--- src/rtl/note_seq_pkg.sv ---
// Shared types and constants for the note sequencer: FSM state encoding and
// the rest code that silences the output.
package note_seq_pkg;

  typedef enum logic {
    IDLE = 1'b0,
    PLAY = 1'b1
  } state_t;

  localparam int unsigned REST = 0;

endpackage

--- src/rtl/note_tone_gen.sv ---
// Free-running square-wave channel: each level lasts period+1 cycles, and a
// zero period parks the output low.
module note_tone_gen #(
  parameter int PERIOD_W = 8
) (
  input  logic                clk,
  input  logic                rst,
  input  logic [PERIOD_W-1:0] period,
  output logic                tone
);

  logic [PERIOD_W-1:0] cnt;

  // Period is sampled only on reload, so a change lands at the next toggle.
  always_ff @(posedge clk) begin
    if (rst) begin
      cnt  <= '0;
      tone <= 1'b0;
    end else if (period == '0) begin
      cnt  <= '0;
      tone <= 1'b0;
    end else if (cnt == '0) begin
      cnt  <= period;
      tone <= ~tone;
    end else begin
      cnt <= cnt - 1'b1;
    end
  end

endmodule

--- src/rtl/note_sequencer.sv ---
// Queued note player: accepts (note, duration) commands into a small FIFO and
// routes the selected tone channel to the output for each note's duration.
module note_sequencer #(
  parameter int NUM_NOTES = 7,
  parameter int PERIOD_W  = 8,
  parameter int DUR_W     = 16,
  parameter int DEPTH     = 4
) (
  input  logic                              clk,
  input  logic                              rst,
  input  logic [NUM_NOTES*PERIOD_W-1:0]     note_periods,
  input  logic                              cmd_val,
  output logic                              cmd_rdy,
  input  logic [$clog2(NUM_NOTES+1)-1:0]    cmd_note,
  input  logic [DUR_W-1:0]                  cmd_duration,
  input  logic                              stop,
  output logic [$clog2(NUM_NOTES+1)-1:0]    note_sel,
  output logic                              note,
  output logic                              play_done,
  output logic                              busy,
  output logic [$clog2(DEPTH+1)-1:0]        q_count
);

  import note_seq_pkg::*;

  localparam int SEL_W = $clog2(NUM_NOTES + 1);
  localparam int CNT_W = $clog2(DEPTH + 1);
  localparam int PTR_W = $clog2(DEPTH);

  function automatic logic [DUR_W-1:0] dur_floor(input logic [DUR_W-1:0] d);
    return (d == '0) ? DUR_W'(1) : d;
  endfunction

  logic [NUM_NOTES-1:0] tones;

  genvar k;
  generate
    for (k = 0; k < NUM_NOTES; k++) begin : g_ch
      note_tone_gen #(
        .PERIOD_W(PERIOD_W)
      ) u_tone (
        .clk   (clk),
        .rst   (rst),
        .period(note_periods[k*PERIOD_W +: PERIOD_W]),
        .tone  (tones[k])
      );
    end
  endgenerate

  logic [SEL_W-1:0] q_note [DEPTH];
  logic [DUR_W-1:0] q_dur  [DEPTH];
  logic [PTR_W-1:0] wr_ptr;
  logic [PTR_W-1:0] rd_ptr;
  logic [CNT_W-1:0] count;
  state_t           state;
  logic [DUR_W-1:0] dur_cnt;
  logic             last;
  logic             push;
  logic             pop;

  assign last    = (state == PLAY) && (dur_cnt <= DUR_W'(1));
  assign cmd_rdy = !rst && !stop && (count < CNT_W'(DEPTH));
  assign push    = cmd_val && cmd_rdy;
  // Pop either from idle or in the final cycle of a note, so notes chain gap-free.
  assign pop     = !stop && (count != '0) && ((state == IDLE) || last);

  always_ff @(posedge clk) begin
    if (push) begin
      q_note[wr_ptr] <= cmd_note;
      q_dur[wr_ptr]  <= cmd_duration;
    end
  end

  always_ff @(posedge clk) begin
    if (rst || stop) begin
      wr_ptr <= '0;
      rd_ptr <= '0;
      count  <= '0;
    end else begin
      if (push) wr_ptr <= wr_ptr + 1'b1;
      if (pop)  rd_ptr <= rd_ptr + 1'b1;
      count <= count + CNT_W'(push) - CNT_W'(pop);
    end
  end

  always_ff @(posedge clk) begin
    if (rst || stop) begin
      state    <= IDLE;
      note_sel <= SEL_W'(REST);
      dur_cnt  <= '0;
    end else if (pop) begin
      state    <= PLAY;
      note_sel <= q_note[rd_ptr];
      dur_cnt  <= dur_floor(q_dur[rd_ptr]);
    end else if (last) begin
      state    <= IDLE;
      note_sel <= SEL_W'(REST);
      dur_cnt  <= '0;
    end else if (state == PLAY) begin
      dur_cnt <= dur_cnt - 1'b1;
    end
  end

  // Codes outside 1..NUM_NOTES match no channel and fall through to silence.
  always_comb begin
    note = 1'b0;
    for (int i = 0; i < NUM_NOTES; i++) begin
      if (note_sel == SEL_W'(i + 1)) note = tones[i];
    end
    if (rst) note = 1'b0;
  end

  assign play_done = last && !stop && !rst;
  assign busy      = !rst && ((state == PLAY) || (count != '0));
  assign q_count   = rst ? '0 : count;

endmodule

--- config.mk ---
export PLATFORM = sky130hd
export DESIGN_NAME = note_sequencer
export DESIGN_NICKNAME = d
export VERILOG_FILES = /design/src/rtl/note_seq_pkg.sv /design/src/rtl/note_tone_gen.sv /design/src/rtl/note_sequencer.sv
export SDC_FILE = /design/constraint.sdc
export NUM_CORES = 1
export LEC_CHECK = 0
export ABC_CLOCK_PERIOD_IN_PS = 4600
export CAP_MARGIN = 20
export CORE_UTILIZATION = 40
export CTS_CLUSTER_DIAMETER = 30
export DETAILED_ROUTE_END_ITERATION = 10
export GPL_TIMING_DRIVEN = 0
export HOLD_SLACK_MARGIN = 0.03
export PLACE_DENSITY_LB_ADDON = 0.15
export SLEW_MARGIN = 20
export SYNTH_ARGS = -nofsm -noshare
export SYNTH_HDL_FRONTEND = slang
export SYNTH_SLANG_ARGS = --single-unit
--- constraint.sdc ---
create_clock -name clk -period 4.6 [get_ports clk]
set_input_delay 0.92 -clock clk [delete_from_list [all_inputs] [get_ports clk]]
set_output_delay 0.92 -clock clk [all_outputs]
set_load 0.05 [all_outputs]
* Yosys cells after proc, flatten, opt, wreduce, memory -nomap -nowiden
Memories as Yosys holds them, arrays and structs flattened. A register that Yosys moved wholly into a read port is not among the register bits. Cells that the tools add are included.
Operators by class: $add $sub $neg 12, equality and inequality tests 7, bitwise operators 8, reduce and logical (&&, ||, !) cells 39, muxes and demuxes 30, magnitude comparators 2
Operators by type and width (count):
- $logic_not A8 Y1 | 14
- $mux W16 | 4
- $mux W8 | 7
- $sub A8 B1 Y8 const B | 7
- $le A16 B1 Y1 const B | 1
- $logic_not A16 Y1 | 1
- $sub A16 B1 Y16 const B | 1
- $reduce_or A2 Y1 | 7
- $eq A3 B3 Y1 const B | 4
- $mux W1 | 12
- $logic_and A1 B1 Y1 | 9
- $mux W3 | 3
- $mux W2 | 4
- $not A1 Y1 | 8
- $eq A3 B2 Y1 const B | 2
- $reduce_bool A3 Y1 | 2
- $add A2 B1 Y2 const B | 2
- $add A3 B1 Y3 | 1
- $eq A3 B1 Y1 const B | 1
- $logic_or A1 B1 Y1 | 3
- $lt A3 B3 Y1 const B | 1
- $sub A3 B1 Y3 | 1
- $logic_not A1 Y1 | 2
- $reduce_bool A2 Y1 | 1
Word-level totals: output and inout bits 10, memory bits (writable) 76, input bits 79, register bits 90, word-level logic and storage cells 120, memories 2
Memory list:
- q_dur | words 4, bits a word 16, read ports 1, clocked after Yosys merged registers in 1, wr ports 1, line note_sequencer.sv:51 | logic [DUR_W-1:0] q_dur [DEPTH];
- q_note | words 4, bits a word 3, read ports 1, clocked after Yosys merged registers in 1, wr ports 1, line note_sequencer.sv:50 | logic [SEL_W-1:0] q_note [DEPTH];

* Depth between registers and ports, before layout
word-level depth 9, depth in mapped cells 14, gate-level depth less buffers 12

* Hierarchy
Synthesis repeated with hierarchy kept, for this count alone.
Second synthesis, totals: cell total of the unflattened synthesis 689, area total of the unflattened synthesis 7798.7 µm²
Modules (own cells, without submodules):
- note_sequencer | cells an instance 312, instances 1, sequential area each 2862.7 µm², area an instance 4500.6 µm²
- note_tone_gen (g_ch[0].u_tone ...) | cells an instance 55, instances 5, sequential area each 180.2 µm², area an instance 480.5 µm²
- note_tone_gen (g_ch[5].u_tone ...) | cells an instance 51, instances 2, sequential area each 180.2 µm², area an instance 447.9 µm²

* Least setup slack after synthesis
No wires, ideal clock.
path kind input to register, from input port stop, to register count[2], arrival 3.375 ns, buffers on the path 0, data required time 4.472 ns, library setup time 0.128 ns, cell stages on the path 11, setup slack 1.097 ns, cells stage by stage or2_2 nor2_1 and2_1 inv_1 ha_1 inv_1 ha_1 inv_1 fa_1 xnor2_1 nor2_1
Between the ends: cells in the longest elaborated chain, start to end 6, elaborated cells between the ends (all ways) 9, classes of those cells add/sub (2); reduce/logical (7)
Ends and longest elaborated chain:
- from (decl) | line note_sequencer.sv:16 | input logic stop,
- $logic_not A1 Y1 | line note_sequencer.sv:62 | assign cmd_rdy = !rst && !stop && (count < CNT_W'(DEPTH));
- $logic_and A1 B1 Y1 (2 in series) | line note_sequencer.sv:62
- net cmd_rdy | line note_sequencer.sv:13 | output logic cmd_rdy,
- $logic_and A1 B1 Y1 | line note_sequencer.sv:63 | assign push = cmd_val && cmd_rdy;
- $add A3 B1 Y3 | line note_sequencer.sv:82 | count <= count + CNT_W'(push) - CNT_W'(pop);
- $sub A3 B1 Y3 | line note_sequencer.sv:82
- to (signal assigned) | line note_sequencer.sv:82
- to (decl) | line note_sequencer.sv:54 | logic [CNT_W-1:0] count;
The timed path passes the listed nets, and every way through them passes these cells. A chain may end at the register's enable or synchronous reset.

* Final worst setup path
from input port rst, to output port play_done
Between the ends: cells in the longest elaborated chain, start to end 2
Ends and longest elaborated chain:
- from (decl) | line note_sequencer.sv:10 | input logic rst,
- $logic_not A1 Y1 | line note_sequencer.sv:113 | assign play_done = last && !stop && !rst;
- $logic_and A1 B1 Y1 | line note_sequencer.sv:113
- to (decl) | line note_sequencer.sv:19 | output logic play_done,
Every way passes these cells.

==> results <==
- The complex-gate fraction of the synthesized area is 11.6%.
- For this run, the detailed router's first-pass iteration total came to 4.
- Following the worst setup path forward leads to its endpoint at play_done.
- The number of endpoints failing setup at the final stage is 0.
- The share of the synthesized area in the top cell type is 31.1%.
- Across all hold checks on the routed design, the worst slack comes to 0.462 ns.
- Buffers placed on the I/O ports in this run total 88.
- The chip width is 137 um.
- Hold repair after CTS inserted 0 buffers.
- The die boundary height is 137 um.
- TritonCTS built the clock tree.
- The post-route antenna net violation count is 0.
- The share of total power dissipated in combinational logic is 26.4%.
- The critical path class is primary input to primary output.
- The number of placement rows is 49.
- The number of enable-type register cells in the synthesized netlist is 76.
- Counting every sink on the clock net gives 168.
- The die footprint is 18900 um2.
- The run finished with clean final reports.
- Setup repair after global routing left no endpoint under its margin.
- The xor/xnor share of the synthesized area is 4.89%.
- At the pin with the least slew margin, the transition time is 1.06 ns.
- The worst register-to-register path ends at count[2].
- Data on the critical path is required at its endpoint by 3.68 ns.
- The non-filler instance count after layout is 998.
- The post-detailed-route wirelength per cell is 16.4 um.
- The starting utilization of the core area is 40.8%.
- The switching power summed over all nets is 1460 uW.
- The number of antenna violations at the first check in global routing is 0.
- STA classifies the critical path endpoint as a primary output.
- The sequential share of the synthesized area is 56.2%.
- Entering global routing, the biggest net connects 20 pins.
- Dividing the synthesized area by the synthesized cell count gives 11.3 um2.
- Synthesis produced 649 cells.
- Detailed placement finished with a half-perimeter wire length of 11600 um.
- The area of the core is 18000 um2.
- The class of the tightest hold or removal check is flop to flop.
- The switching portion of total power is 31.3%.
- Of all nets on the critical path, the largest fanout is 10.
- At the later pin of the worst-skew pair, clock insertion delay measures 0.42 ns.
- The mux cell area share after synthesis is 6.43%.
- The total leakage power is 0.00322 uW.
- Walking the worst path, the cells encountered are clkdlybuf4s50_1, or2_2, clkbuf_1, nor3_1, clkdlybuf4s50_1.
- After clock tree synthesis, the clock-pin slew on the worst setup and hold paths is 0.06 ns.
- The count of unique library cells instantiated by Yosys is 49.
- The final critical-path share of the clock period is 89.3%.
- After synthesis, the cell types taking the most area are sky130_fd_sc_hd__edfxtp_1 31%, sky130_fd_sc_hd__dfxtp_1 25%, sky130_fd_sc_hd__mux4_2 6.1%, sky130_fd_sc_hd__nor2_1 5.3%, sky130_fd_sc_hd__a211oi_1 4.2%.
- Across the run, the number of max-cap violations was 0.
- The worst relative slew slack is 29.1%.
- The most numerous cell type found on the critical path is sky130_fd_sc_hd__clkdlybuf4s50_1.
- The biggest cell delay along the critical path is 0.88 ns.
- Post-CTS timing repair inserted 0 buffers for setup.
- The largest area contributor in the netlist is sky130_fd_sc_hd__edfxtp_1.
- The via count is 5359.
- The worst register-to-register path begins at dur_cnt[8].
- Of all flip-flops after synthesis, the portion carrying an async set or reset was 0%.
- The violation count after the first detailed-routing iteration is 220.
- The share of power burned in registers is 43.0%.
- The smallest setup slack after layout is 0.492 ns.
- Counting the buffers created by CTS gives 17.
- The CTS H-tree depth is 4.
- In the layout the commonest cells are 104 x sky130_fd_sc_hd__nor2_1, 92 x sky130_fd_sc_hd__dfxtp_1, 88 x sky130_fd_sc_hd__clkdlybuf4s50_1.
- In the routed layout, each cell is associated on average with a via count of 5.37.
- Cells with a size suffix above 1 make up 8.32% of the layout.
- The final max-slew violation count is 0.
- The startpoint type of the worst setup path is a primary input.
- The placer's final routability congestion estimate is 0.893.
- The slowest stage of the critical path is the sky130_fd_sc_hd__clkdlybuf4s50_1 cell.
- The maximum frequency from static timing analysis is 0.243 GHz.
- The number of top-level pins is 89.
- The worst voltage drop across the vdd grid is 0.000257 V.
- The number of diodes added for antenna fixing is 0.
- For this design the ratio of total power to cell area is 511 nW/um2.
- Data arrives at the worst endpoint at 3.19 ns.
- The prevailing post-synth register cell is sky130_fd_sc_hd__dfxtp_1.
- The layout has 1584 filler cells.
- After global routing the overflow that remains totals 0.
- Once the clock tree was built, the resizer swapped 0 gates to a different size.
- The via count of the first global-routing pass is 5362.
- The worst clock skew is 0.0106 ns.
- The DRC violation count after routing is 0.
- The area growth from synthesis to layout is 24.0%.
- The all-layer global routing usage is 18.4%.
- The final critical path time including I/O delays and setup is 4.11 ns.
- The sum of negative setup slack is 0 ns.
- The routed design has 16400 um of wire.
- The total count of hold-check failures in the final report is 0.
- The number of nets produced by synthesis is 744.
- Internal power comes to 3200 uW.
- The post-synthesis simple-gate area fraction is 15.2%.
- The tree is rooted in a sky130_fd_sc_hd__clkbuf_16.
- The first global-routing pass estimated 26300 um of wire.
- The most frequent standard cell in the layout excluding fill and tap cells is sky130_fd_sc_hd__nor2_1.
- The flip-flop and latch area is 4120 um2.
- The post-synthesis adder-cell area fraction is 2.83%.
- The maximum count of clock buffers along a single path is 2.
- Measured in cells, the most critical reg-to-reg path has a length of 13.
- The setup slack of the worst register-to-register path is 1.25 ns.
- After synthesis the cells add up to 7340 um2.
- The most critical setup path has its startpoint at rst.
- The number of warnings issued by yosys is 0.
- Synthesis inferred 168 register bits.
- The number of nets in the layout is 851.
- The clock network is responsible for 30.6% of the overall power.
- After detailed placement, the design holds a cell count of 966.
- The minimum setup slack after placement is 0.503 ns.
- After synthesis, the largest family of logic cells by area is simple AND/OR/NAND/NOR gates.
- The multi-input combinational cells in the finished layout cover a total of 3010 um2.
-- power by group through the flow --
| stage | logic, uW | clock network (uW) | registers (uW) |
|---|---|---|---|
| after global placement | 1180 | 0 | 2010 |
| after CTS | 1240 | 1460 | 2000 |
| after global routing | 1390 | 1520 | 2040 |
| after detailed placement | 1230 | 0 | 2030 |
| after floorplan | 947 | 0 | 1980 |
| final | 1230 | 1420 | 2000 |
-- through the flow --
| stage | utilization (%) | power [uW] | instance area (um2) |
|---|---|---|---|
| final | 50.6 | 4650 | 9100 |
| after global routing | 50.6 | 4950 | 9100 |
| after CTS | 50.6 | 4700 | 9100 |
| after detailed placement | 47.3 | 3260 | 8500 |
| after global placement | 47.3 | 3190 | 8500 |
| after floorplan | - | 2920 | 7340 |
-- sequential cells by signal, summed over array words and instances, names as in the netlist, named ones only --
register and count:
g_ch.u_tone.tone 7, wr_ptr 2, q_note 12, g_ch.u_tone.cnt 56
dur_cnt 16, q_dur 64, state 1, count 3
rd_ptr 2, note_sel 3
-- kinds of logic (layout without fill, tap and decap cells) --
| logic type | count (synthesis) | in the layout |
|---|---|---|
| simple gates | 225 | 225 |
| compound gates | 126 | 126 |
| flops | 168 | 168 |
| fa+ha+maj | 16 | 16 |
| buf+inv | 51 | 171 |
| mux | 22 | 22 |
| xor+xnor | 41 | 41 |
-- synthesized netlist by cell type (all sizes together) (3+ instances only) --
| cell type | instances |
|---|---|
| buf | 5 |
| a22oi | 3 |
| nor3 | 31 |
| and3 | 4 |
| mux4 | 20 |
| a2111oi | 4 |
| edfxtp | 76 |
| nand2 | 16 |
| or2 | 3 |
| xnor2 | 14 |
| a21oi | 21 |
| inv | 24 |
| or4 | 12 |
| a21o | 7 |
| xor2 | 27 |
| ha | 15 |
| or3 | 16 |
| a31oi | 5 |
| dfxtp | 92 |
| nor2b | 3 |
| o21ai | 26 |
| clkbuf | 22 |
| a221oi | 9 |
| nand2b | 5 |
| nor2 | 104 |
| a211oi | 41 |
| nand3 | 4 |
| nor4 | 20 |
-- per-layer routing --
layer / global-route usage [%] / routed length [um] / share of wire (%) / vias to the layer above
li1: - / - / - / 2650
met1: 23.2 / 7410 / 45 / 2560
met2: 30.9 / 8040 / 49 / 133
met3: 4.19 / 711 / 4.3 / 16
met4: 6.53 / 227 / 1.4 / 0
met5: 0 / 0 / 0 / -
-- how the worst min path moves through the flow --
stage	slack, ns	start	endpoint	depth (start not counted)
global placement	0.45	g_ch[6].u_tone.cnt[0]	g_ch[6].u_tone.cnt[0]	1
global route	0.48	g_ch[6].u_tone.cnt[0]	g_ch[6].u_tone.cnt[0]	1
finish	0.46	g_ch[6].u_tone.cnt[0]	g_ch[6].u_tone.cnt[0]	1
CTS	0.46	g_ch[5].u_tone.cnt[0]	g_ch[5].u_tone.cnt[0]	1
detailed placement	0.45	g_ch[4].u_tone.cnt[0]	g_ch[4].u_tone.cnt[0]	1
floorplan	0.43	g_ch[0].u_tone.cnt[0]	g_ch[0].u_tone.cnt[0]	1
-- final cells by class --
cell class,instances,share of cell area [%]
multi-input cells,430,33.0
clock buffers,18,4.72
inverters,24,0.990
clock inverters,14,1.79
well taps,229,3.15
flip-flops and latches,168,45.3
repair buffers,88,9.68
plain buffers,27,1.31
-- critical path: cells and delay by family --
kind                   cells  cell delay [ns]
buffers and inverters      3             1.70
AND/OR/NAND/NOR            2             0.57
No activity file was read; power rests on OpenSTA's default activity.
